File: src/rtl/md_pkg.sv
// md_pkg: shared types and constants for the iterative multiply/divide unit.
package md_pkg;

  // Engine sequencing states.
  typedef enum logic [1:0] {
    MD_IDLE = 2'b00,
    MD_CALC = 2'b01,
    MD_SIGN = 2'b10
  } md_state_e;

  // Operation codes; these match the decoder's hi_src/lo_src encoding.
  typedef enum logic [1:0] {
    NO_MULT_DIV = 2'b00,
    MULT        = 2'b01,
    DIV         = 2'b10
  } md_op_e;

  // One iteration per operand bit.
  localparam int MD_ITER = 32;

endpackage

File: src/rtl/mult_div_unit_if.sv
// mult_div_unit_if: decoder <-> multiply/divide unit HI/LO control bundle.
// master = decoder/issue side, slave = mult_div_unit.
interface mult_div_unit_if #(parameter int WIDTH = 32);
  logic             start;
  logic             mult_en;
  logic             div_en;
  logic             unsigned_op;
  logic             flush;
  logic [WIDTH-1:0] src_a;
  logic [WIDTH-1:0] src_b;
  logic             busy;
  logic             done;
  logic [WIDTH-1:0] hi_result;
  logic [WIDTH-1:0] lo_result;

  modport master (
    output start, mult_en, div_en, unsigned_op, flush, src_a, src_b,
    input  busy, done, hi_result, lo_result
  );

  modport slave (
    input  start, mult_en, div_en, unsigned_op, flush, src_a, src_b,
    output busy, done, hi_result, lo_result
  );
endinterface

File: src/rtl/md_sign_fix.sv
// md_sign_fix: combinational conditional two's-complement negate.
// Used both to take operand magnitudes and to apply the final sign.
module md_sign_fix #(
  parameter int W = 32
) (
  input  logic [W-1:0] i_val,
  input  logic         i_neg,
  output logic [W-1:0] o_val
);
  assign o_val = i_neg ? (-i_val) : i_val;
endmodule

File: src/rtl/mult_div_unit.sv
// mult_div_unit: iterative 32-bit MULT/MULTU/DIV/DIVU engine producing HI/LO.
// Radix-2 shift-add multiply, restoring divide, one bit per CALC cycle,
// followed by a single sign-correction cycle.
// Optional: define MD_FAST_MULT_EN for a single-cycle '*' multiply path
// (divides stay iterative).
module mult_div_unit
  import md_pkg::*;
#(
  parameter int WIDTH = 32
) (
  input  logic            clk,
  input  logic            rst_n,
  mult_div_unit_if.slave  bus
);
  localparam int CW = $clog2(MD_ITER);

  md_state_e        r_state, w_next;
  md_op_e           r_op;
  logic [CW-1:0]    r_cnt;
  logic             r_sa, r_sb, r_dz;
  logic [WIDTH-1:0] r_a, r_b;
  logic [WIDTH-1:0] r_hi, r_lo;
  logic [WIDTH-1:0] r_hi_res, r_lo_res;
  logic             r_done;

  logic             w_accept, w_iter_accept, w_fast;
  logic             w_sa, w_sb;
  logic [WIDTH-1:0] w_mag_a, w_mag_b;

  // Accept only from IDLE; flush beats start.
  assign w_accept = (r_state == MD_IDLE) && bus.start &&
                    (bus.mult_en || bus.div_en) && !bus.flush;

`ifdef MD_FAST_MULT_EN
  logic signed [2*WIDTH-1:0] w_sprod;
  logic        [2*WIDTH-1:0] w_uprod, w_fprod;
  // Kept as separate wires so the signed product is not forced unsigned by a mux.
  assign w_sprod = $signed(bus.src_a) * $signed(bus.src_b);
  assign w_uprod = {{WIDTH{1'b0}}, bus.src_a} * {{WIDTH{1'b0}}, bus.src_b};
  assign w_fprod = bus.unsigned_op ? w_uprod : w_sprod;
  assign w_fast        = w_accept && !bus.div_en;
  assign w_iter_accept = w_accept &&  bus.div_en;
`else
  assign w_fast        = 1'b0;
  assign w_iter_accept = w_accept;
`endif

  // Operand signs; unsigned ops are treated as non-negative.
  assign w_sa = !bus.unsigned_op && bus.src_a[WIDTH-1];
  assign w_sb = !bus.unsigned_op && bus.src_b[WIDTH-1];

  md_sign_fix #(.W(WIDTH)) u_fix_a (.i_val(bus.src_a), .i_neg(w_sa), .o_val(w_mag_a));
  md_sign_fix #(.W(WIDTH)) u_fix_b (.i_val(bus.src_b), .i_neg(w_sb), .o_val(w_mag_b));

  // Multiply step: add multiplicand into the upper half when the current
  // multiplier bit (r_lo[0]) is set, then shift the whole 2W pair right.
  logic [WIDTH:0]   w_msum;
  assign w_msum = {1'b0, r_hi} + (r_lo[0] ? {1'b0, r_a} : '0);

  // Divide step: 33-bit partial remainder = remainder shifted left with the
  // next dividend bit; subtract divisor when it fits.
  logic [WIDTH:0]   w_shift;
  logic [WIDTH-1:0] w_diff;
  logic             w_ge;
  assign w_shift = {r_hi, r_lo[WIDTH-1]};
  assign w_ge    = (w_shift >= {1'b0, r_b});
  assign w_diff  = w_shift[WIDTH-1:0] - r_b;

  // Final sign correction.
  logic [2*WIDTH-1:0] w_prod;
  logic [WIDTH-1:0]   w_quo, w_rem, w_res_hi, w_res_lo;
  md_sign_fix #(.W(2*WIDTH)) u_fix_prod (.i_val({r_hi, r_lo}), .i_neg(r_sa ^ r_sb), .o_val(w_prod));
  md_sign_fix #(.W(WIDTH))   u_fix_quo  (.i_val(r_lo), .i_neg(r_sa ^ r_sb), .o_val(w_quo));
  md_sign_fix #(.W(WIDTH))   u_fix_rem  (.i_val(r_hi), .i_neg(r_sa),        .o_val(w_rem));

  // Divide by zero: restoring division leaves |a| as remainder, which the
  // remainder sign fix turns back into src_a; quotient is forced to all ones.
  assign w_res_hi = (r_op == DIV) ? w_rem : w_prod[2*WIDTH-1:WIDTH];
  assign w_res_lo = (r_op == DIV) ? (r_dz ? '1 : w_quo) : w_prod[WIDTH-1:0];

  // State register.
  always_ff @(posedge clk or negedge rst_n) begin
    if (!rst_n) r_state <= MD_IDLE;
    else        r_state <= w_next;
  end

  // Next-state logic; flush returns to IDLE from anywhere.
  always_comb begin
    w_next = r_state;
    if (bus.flush) begin
      w_next = MD_IDLE;
    end else begin
      case (r_state)
        MD_IDLE: if (w_iter_accept) w_next = MD_CALC;
        MD_CALC: if (r_cnt == '0)   w_next = MD_SIGN;
        MD_SIGN: w_next = MD_IDLE;
        default: w_next = MD_IDLE;
      endcase
    end
  end

  // Datapath: operand capture, iteration, and result/done registration.
  always_ff @(posedge clk or negedge rst_n) begin
    if (!rst_n) begin
      r_op     <= NO_MULT_DIV;
      r_cnt    <= '0;
      r_sa     <= 1'b0;
      r_sb     <= 1'b0;
      r_dz     <= 1'b0;
      r_a      <= '0;
      r_b      <= '0;
      r_hi     <= '0;
      r_lo     <= '0;
      r_hi_res <= '0;
      r_lo_res <= '0;
      r_done   <= 1'b0;
    end else begin
      r_done <= 1'b0;
      if (w_iter_accept) begin
        r_op  <= bus.div_en ? DIV : MULT;
        r_sa  <= w_sa;
        r_sb  <= w_sb;
        r_dz  <= bus.div_en && (bus.src_b == '0);
        r_a   <= w_mag_a;
        r_b   <= w_mag_b;
        r_hi  <= '0;
        r_lo  <= bus.div_en ? w_mag_a : w_mag_b;
        r_cnt <= CW'(MD_ITER - 1);
      end else if (r_state == MD_CALC && !bus.flush) begin
        if (r_cnt != '0) r_cnt <= r_cnt - 1'b1;
        if (r_op == DIV) begin
          r_hi <= w_ge ? w_diff : w_shift[WIDTH-1:0];
          r_lo <= {r_lo[WIDTH-2:0], w_ge};
        end else begin
          r_hi <= w_msum[WIDTH:1];
          r_lo <= {w_msum[0], r_lo[WIDTH-1:1]};
        end
      end else if (r_state == MD_SIGN && !bus.flush) begin
        r_hi_res <= w_res_hi;
        r_lo_res <= w_res_lo;
        r_done   <= 1'b1;
      end
`ifdef MD_FAST_MULT_EN
      else if (w_fast) begin
        r_hi_res <= w_fprod[2*WIDTH-1:WIDTH];
        r_lo_res <= w_fprod[WIDTH-1:0];
        r_done   <= 1'b1;
      end
`endif
    end
  end

  assign bus.busy      = (r_state != MD_IDLE);
  assign bus.done      = r_done;
  assign bus.hi_result = r_hi_res;
  assign bus.lo_result = r_lo_res;

endmodule

File: src/flat_wrapper.sv
// flat-port wrapper written by rule: the top's interface ports become plain ports
module mult_div_unit_flat import md_pkg::*;
#(
  parameter int WIDTH = 32
)
  (clk, rst_n, bus_start, bus_mult_en, bus_div_en, bus_unsigned_op, bus_flush, bus_src_a, bus_src_b, bus_busy, bus_done, bus_hi_result, bus_lo_result);
  mult_div_unit_if #(.WIDTH(WIDTH)) bus_i ();
  input  logic clk;
  input  logic rst_n;
  input wire logic [$bits(bus_i.start)-1:0] bus_start;
  input wire logic [$bits(bus_i.mult_en)-1:0] bus_mult_en;
  input wire logic [$bits(bus_i.div_en)-1:0] bus_div_en;
  input wire logic [$bits(bus_i.unsigned_op)-1:0] bus_unsigned_op;
  input wire logic [$bits(bus_i.flush)-1:0] bus_flush;
  input wire logic [$bits(bus_i.src_a)-1:0] bus_src_a;
  input wire logic [$bits(bus_i.src_b)-1:0] bus_src_b;
  output wire logic [$bits(bus_i.busy)-1:0] bus_busy;
  output wire logic [$bits(bus_i.done)-1:0] bus_done;
  output wire logic [$bits(bus_i.hi_result)-1:0] bus_hi_result;
  output wire logic [$bits(bus_i.lo_result)-1:0] bus_lo_result;
  assign bus_i.start = bus_start;
  assign bus_i.mult_en = bus_mult_en;
  assign bus_i.div_en = bus_div_en;
  assign bus_i.unsigned_op = bus_unsigned_op;
  assign bus_i.flush = bus_flush;
  assign bus_i.src_a = bus_src_a;
  assign bus_i.src_b = bus_src_b;
  assign bus_busy = bus_i.busy;
  assign bus_done = bus_i.done;
  assign bus_hi_result = bus_i.hi_result;
  assign bus_lo_result = bus_i.lo_result;
  mult_div_unit #(.WIDTH(WIDTH)) u_core (.clk(clk), .rst_n(rst_n), .bus(bus_i));
endmodule
File: config.mk
export PLATFORM = sky130hd
export DESIGN_NAME = mult_div_unit_flat
export DESIGN_NICKNAME = d
export VERILOG_FILES = /design/src/rtl/md_pkg.sv /design/src/rtl/mult_div_unit_if.sv /design/src/rtl/md_sign_fix.sv /design/src/rtl/mult_div_unit.sv /design/src/flat_wrapper.sv
export SDC_FILE = /design/constraint.sdc
export NUM_CORES = 1
export LEC_CHECK = 0
export CAP_MARGIN = 10
export CORE_AREA = 2 2 162 164
export CTS_BUF_LIST = sky130_fd_sc_hd__clkbuf_4
export DETAILED_ROUTE_END_ITERATION = 10
export DIE_AREA = 0 0 164 166
export PLACE_DENSITY = 0.83
export REMOVE_ABC_BUFFERS = 1
export SLEW_MARGIN = 10
export SYNTH_ARGS = -nofsm -noshare
export SYNTH_HDL_FRONTEND = slang
export SYNTH_SLANG_ARGS = --single-unit
export TNS_END_PERCENT = 5
File: constraint.sdc
create_clock -name clk -period 4.18 [get_ports clk]
set_input_delay 0.627 -clock clk [delete_from_list [all_inputs] [get_ports clk]]
set_output_delay 0.627 -clock clk [all_outputs]
set_load 0.03 [all_outputs]
# --- Word-level counts from Yosys, hierarchy flattened ---
# Index checks and enable logic that the tools add are counted.
totals:
  ff_bits: 205
  inputBits: 71
  output_inout_bits: 66
  elab_cells: 79
classes:
  add_sub_neg: 8
  n_lt_le_gt_ge: 1
  n_eq_ne: 5
  n_mux: 28
  bitwise: 3
  reduce_logical: 21
op_table:
  columns: ["op", "n"]
  rows:
  - ["32-bit 2-to-1 mux", 16]
  - ["32-bit negation", 4]
  - ["64-bit 2-to-1 mux", 1]
  - ["64-bit negation", 1]
  - ["32-bit by 33-bit adder with 33-bit output", 1]
  - ["33-bit by 32-bit greater-or-equal comparator with 1-bit output", 1]
  - ["32-bit zero test", 1]
  - ["32-bit subtractor", 1]
  - ["5-bit 2-to-1 mux", 3]
  - ["1-bit logical AND", 8]
  - ["2-bit 2-to-1 mux", 4]
  - ["3-bit by 2-bit != test with 1-bit output, second input constant", 2]
  - ["2-bit nonzero test", 3]
  - ["5-bit zero test", 1]
  - ["5-bit nonzero test", 1]
  - ["5-bit by 1-bit subtractor with 5-bit output, second input constant", 1]
  - ["2-bit == test, second input constant", 2]
  - ["2-bit one-hot mux with 2 select lines", 1]
  - ["2-bit AND reduction", 2]
  - ["1-bit 2-to-1 mux", 3]
  - ["3-bit AND reduction", 1]
  - ["2-bit by 1-bit == test with 1-bit output, second input constant", 1]
  - ["1-bit zero test", 2]
  - ["2-bit zero test", 1]
  - ["other kinds (3)", 4]

# --- Logic depth before layout (Yosys ltp) ---
logic_depth:
  word_depth: 7
  depth_mapped: 14
  ltp_nobuf: 13

# --- By module ---
# From an unflattened synthesis, not the netlist that was laid out.
unflattened:
  cells_unflattened: 2248
  area_unflattened_um2: 17813.3
by_module_without_submodules:
  columns: ["module", "instances", "cells_per_inst", "area_each_um2", "seq_area_each_um2"]
  rows:
  - ["mult_div_unit", 1, 1607, 13206.4, 5129.9]
  - ["md_sign_fix at u_core.u_fix_a ...", 4, 108, 767.0, 0.0]
  - ["md_sign_fix at u_core.u_fix_prod", 1, 209, 1539.0, 0.0]

# --- Worst setup path after synthesis ---
# Ideal clock, no wire load.
synth_path:
  path_type: "register to register"
  startpoint: "register u_core.r_lo[0]"
  endpoint: "register u_core.r_hi[30]"
  setup_ps: 121
  arrival_time_ps: 3190
  required_time_ps: 4059
  path_slack_ps: 869
  stages_incl_launch_ff: 14
  n_path_buf: 2
  period_less_slack_ps: 3311
  cell_sequence: "dfrtp_1 -> clkbuf_1 -> clkbuf_1 -> and2_1 -> ha_1 -> o211ai_1 -> o21ai_0 -> o2111ai_1 -> a2111oi_0 -> o211ai_1 -> a31oi_1 -> o211ai_1 -> nor3b_1 -> a22o_1"
synth_between:
  elab_chain_len: 5
synth_lines:
  columns: ["element", "line_no", "rtl"]
  rows:
  - ["from (decl)", "mult_div_unit.sv:22", "logic [WIDTH-1:0] r_hi, r_lo;"]
  - ["from (signal assigned)", "mult_div_unit.sv:127", "r_lo <= bus.div_en ? w_mag_a : w_mag_b;"]
  - ["from (signal assigned)", "mult_div_unit.sv:133", "r_lo <= {r_lo[WIDTH-2:0], w_ge};"]
  - ["from (signal assigned)", "mult_div_unit.sv:136", "r_lo <= {w_msum[0], r_lo[WIDTH-1:1]};"]
  - ["32-bit 2-to-1 mux", "mult_div_unit.sv:58", "assign w_msum = {1'b0, r_hi} + (r_lo[0] ? {1'b0, r_a} : '0);"]
  - ["32-bit by 33-bit adder with 33-bit output", "mult_div_unit.sv:58", null]
  - ["32-bit 2-to-1 mux", "mult_div_unit.sv:131", "if (r_op == DIV) begin"]
  - ["32-bit 2-to-1 mux", "mult_div_unit.sv:129", "end else if (r_state == MD_CALC && !bus.flush) begin"]
  - ["32-bit 2-to-1 mux", "mult_div_unit.sv:119", "if (w_iter_accept) begin"]
  - ["to (signal assigned)", "mult_div_unit.sv:132", "r_hi <= w_ge ? w_diff : w_shift[WIDTH-1:0];"]
  - ["to (signal assigned)", "mult_div_unit.sv:135", "r_hi <= w_msum[WIDTH:1];"]
  - ["to (decl)", "mult_div_unit.sv:22", null]
# No other way between the ends. The select of a mux whose other input is x is not followed.
# A chain may end at the register's enable or synchronous reset.

# --- Worst setup path in the final report ---
layout_path:
  startpoint: "register u_core.r_hi[1]"
  endpoint: "register u_core.r_hi[28]"
layout_between:
  elab_chain_len: 5
  word_cells_on_any_way: 7
  cone_classes: "2 x add/sub; 1 x order compare; 4 x mux"
layout_lines:
  columns: ["element", "line_no"]
  rows:
  - ["32-bit subtractor / 33-bit by 32-bit greater-or-equal comparator with 1-bit output (equally long branches)", "mult_div_unit.sv:67, mult_div_unit.sv:66"]
  - ["32-bit 2-to-1 mux", "mult_div_unit.sv:132"]
  - ["32-bit 2-to-1 mux *", "mult_div_unit.sv:131"]
  - ["32-bit 2-to-1 mux *", "mult_div_unit.sv:129"]
  - ["32-bit 2-to-1 mux *", "mult_div_unit.sv:119"]
# Mark *: on every way between the ends. The rest lies on a longest branch, timed or not. The select of a mux whose other input is x is not followed.

==> results.md <==
- For this configuration, the core starts out at a cell density of 60.1%.
- The total power density per cell area is 661 nW/um2.
- The clock-pin slew of the registers on the worst-case setup and hold paths is 0.07 ns.
- The number of antenna-violating nets in the routed design is 0.
- The layout net count is 2245.
- The buffer cell driving the clock tree root is sky130_fd_sc_hd__clkbuf_4.
- Counting every sink on the clock net gives 205.
- The count of synthesis-stage warnings from yosys is 0.
- The clock tree synthesis step divided the H-tree into 2 levels.
- The dominant synthesized flop cell is sky130_fd_sc_hd__dfrtp_1.
- The launching point of the worst reg2reg path is u_core.r_hi[1]$_DFFE_PN0P_.
- The maximum net fanout on the critical path is 25.
- Between clock sinks in the finished design, the worst skew comes to 0.0909 ns.
- The final number of hold-violating endpoints is 0.
- In this run, post-CTS hold repair placed 0 buffers.
- The worst IR drop on VDD is 0.410 mV.
- The number of placed I/O pins is 137.
- Data on the critical path is required at its endpoint by 4.74 ns.
- The met3 track demand over resource in global routing is 6.07%.
- The count of buffers added on input and output ports is 136.
- The area of the mapped netlist is 15400 um2.
- The die is 164 um wide.
- The startpoint of the worst setup timing path is u_core.r_hi[1]$_DFFE_PN0P_.
- For the pin with the worst max-slew slack, the measured transition is 1.21 ns.
- The first global-routing pass estimated 81.1 mm of wire.
- The first-pass detailed-route iteration total is 6.
- The weighted congestion at the end of routability-driven global placement is 0.997.
- Cells with a size suffix above 1 make up 8.91% of the layout.
- The floorplan row count is 59.
- After layout, the worst path uses 88.0% of the clock period.
- The endpoint of the most critical register-to-register path is u_core.r_hi[28]$_DFFE_PN0P_.
- The netlist uses 77 different library cells.
- The fraction of met1 tracks used by global routing is 50.7%.
- The smallest clock period supported by the final layout is computed as 3.68 ns.
- Counting flops with a built-in enable in the synthesized netlist gives 0.
- After synthesis, the mean cell area works out to 7.89 um2.
- The initial antenna violation count was 1.
- The register-to-register path setup slack is 0.50 ns.
- Data on the critical path arrives at its endpoint at 4.24 ns.
- Global routing used 60.8% of the available met2 tracks.
- Gates resized during post-CTS repair numbered 0.
- The worst setup path is of the flip-flop to flip-flop kind.
- The longest clock path from root to sink contains 3 buffers.
- The total DRC errors in the routed layout is 0.
- The routed layout has 15700 vias.
- The final core utilization is 70.5%.
- The total leakage power is 8.02 nW.
- The busiest layer in global routing is met2.
- sky130_fd_sc_hd__dfrtp_1 takes more of the synthesized area than any other cell.
- TritonCTS created 57 clock buffers.
- Global routing used 38.1% of the available tracks across all layers.
- Ranked by instance count, the synthesized netlist is headed by sky130_fd_sc_hd__nand2_1, sky130_fd_sc_hd__dfrtp_1, sky130_fd_sc_hd__a21oi_1.
- The placed wire-length estimate after detailed placement is 40.5 mm.
- Once the clock tree was built, the setup fixing pass inserted 0 buffers.
- The total of max-cap violations is 0.
- The most numerous cell in the Yosys netlist is sky130_fd_sc_hd__nand2_1.
- The later pin in the worst-skew pair is clocked with a latency of 0.76 ns.
- Yosys attributes the largest share of cell area to sky130_fd_sc_hd__dfrtp_1, sky130_fd_sc_hd__nand2_1, sky130_fd_sc_hd__a21oi_1, sky130_fd_sc_hd__o21ai_0, sky130_fd_sc_hd__xor2_1.
- Entering global routing, the biggest net connects 110 pins.
- Setup repair after global routing left no endpoint under its margin.
- Summing internal, switching and leakage power gives 11.9 mW.
- The startpoint kind of the worst setup timing path is a flip-flop.
- For the worst flop-to-flop path, the logic depth is 12.
- The die covers 27200 um2.
- The flow ran to the end, and the final reports show no timing, DRC or antenna violations.
- The number of register bits inferred by synthesis is 205.
- The post-synthesis async set-or-reset flop share is 100%.
- The detailed router finished its first iteration with 1518 violations.
- The post-synthesis cell count is 1951.
- Timing would allow up to 272 MHz.
- In this run the tightest slew margin relative to its limit is 19.4%.
- The total congestion overflow after global routing is 0.
- Setup total negative slack on the finished layout was measured at 0 ns.
- Summed over its instances, the top area cell type makes up 33.3% of the synthesized netlist area.
- STA classifies the critical path endpoint as a flip-flop.
- The CTS tree is built.
- For this block, the routed nets add up to 52.7 mm of wire.
- After detailed routing, the average wire length per cell comes to 21.2 um.
- The worst hold margin is 0.0187 ns.
- The average via count per standard cell is 6.31.
- The y dimension of the die is 166 um.
- The final setup violation count is 0.
- The final number of max-transition violations is 0.
- The layout overhead on the synthesized area is 17.4%.
- The min-delay analysis places its worst path in the category input port to async pin.
- The via count of the first global-routing pass is 14800.
- Summing the sequential cell areas from Yosys gives 33.3% of the chip area.
- The core region is 25600 um2.
-- metal layers --
layer / up-vias / wire length (um) / part of all wire [%]
li1: 7276 / - / -
met1: 7376 / 21500 / 41
met2: 832 / 24200 / 46
met3: 171 / 4360 / 8.3
met4: 0 / 2650 / 5.0
met5: - / 0 / 0
-- metrics by stage --
step           area [um2]  instances  setup slack [ns]
2_1_floorplan       15000       1838             -2.00
3_3_place_gp        17400       2378             0.653
3_5_place_dp        17400       2378             0.542
4_1_cts             18100       2479             0.561
5_1_grt             18100       2481             0.253
6_report            18100       2482             0.503
-- sequential cells by signal, summed over array words and instances (netlist names) --
signal,count
u_core.bus.done,1
u_core.bus.hi_result,32
u_core.bus.lo_result,32
u_core.r_a,32
u_core.r_b,32
u_core.r_cnt,5
u_core.r_dz,1
u_core.r_hi,32
u_core.r_lo,32
u_core.r_op,2
u_core.r_sa,1
u_core.r_sb,1
u_core.r_state,2
-- worst max-delay path, stage by stage (launching register included) --
cell and delay [ns]:
sky130_fd_sc_hd__dfrtp_1 0.51, sky130_fd_sc_hd__ha_1 0.44, sky130_fd_sc_hd__a21oi_1 0.22, sky130_fd_sc_hd__a211oi_1 0.16, sky130_fd_sc_hd__or2_2 0.32, sky130_fd_sc_hd__a31oi_1 0.33
sky130_fd_sc_hd__o41ai_1 0.12, sky130_fd_sc_hd__buf_4 0.17, sky130_fd_sc_hd__a211oi_4 0.26, sky130_fd_sc_hd__buf_4 0.36, sky130_fd_sc_hd__mux2_2 0.37, sky130_fd_sc_hd__mux2i_1 0.12
sky130_fd_sc_hd__o21ai_0 0.08
-- how the worst max path moves through the flow --
stage	cells past startpoint	endpoint
finish	12	u_core.r_hi[28]$_DFFE_PN0P_
global route	13	u_core.r_hi[31]$_DFFE_PN0P_
CTS	12	u_core.r_hi[28]$_DFFE_PN0P_
detailed placement	12	u_core.r_lo[24]$_DFFE_PN0P_
global placement	12	u_core.r_hi[30]$_DFFE_PN0P_
floorplan	10	u_core.r_hi[28]$_DFFE_PN0P_
-- cell type report --
type	instances	area, um2
clock buffer	73	548
clock inverter	28	149
tap	335	419
inverter	65	244
timing repair buffer	205	1930
sequential	205	5130
antenna	3	7.51
multi-input combinational	1568	9640
fill	2059	7550
-- cells by family (layout without fill, tap and decap cells) --
logic type | count (synthesis) | in the layout | synth area share, %
xor+xnor | 178 | 178 | 10.1
other cells | 0 | 3 | 0
compound gates | 617 | 617 | 24.4
simple gates | 680 | 680 | 20.4
mux | 21 | 21 | 1.37
flops | 205 | 205 | 33.3
fa+ha+maj | 72 | 72 | 5.95
buf+inv | 178 | 371 | 4.46
-- cells in the final DEF (no fill, tap or decap), types with 29 or more instances in the layout --
cell type                         Yosys  routed
sky130_fd_sc_hd__nand2_1            300     298
sky130_fd_sc_hd__dfrtp_1            205     205
sky130_fd_sc_hd__a21oi_1            188     187
sky130_fd_sc_hd__o21ai_0            182     182
sky130_fd_sc_hd__nor2_1             157     155
sky130_fd_sc_hd__clkdlybuf4s50_1      0     135
sky130_fd_sc_hd__xor2_1             101     100
sky130_fd_sc_hd__xnor2_1             77      77
sky130_fd_sc_hd__clkbuf_4             0      73
sky130_fd_sc_hd__ha_1                70      70
sky130_fd_sc_hd__buf_4                0      65
sky130_fd_sc_hd__inv_1               64      64
sky130_fd_sc_hd__o31ai_1             36      36
sky130_fd_sc_hd__a31oi_1             36      36
sky130_fd_sc_hd__and2_1              35      35
sky130_fd_sc_hd__nor3_1              31      31
sky130_fd_sc_hd__nand3_1             29      29
-- report_power, final --
group | switching (mW) | internal [mW] | leakage [nW]
combinational | 4.41 | 2.74 | 4.94
sequential | 0.555 | 2.40 | 2.67
clock | 0.946 | 0.887 | 0.412
No activity file was read; power rests on OpenSTA's default activity.
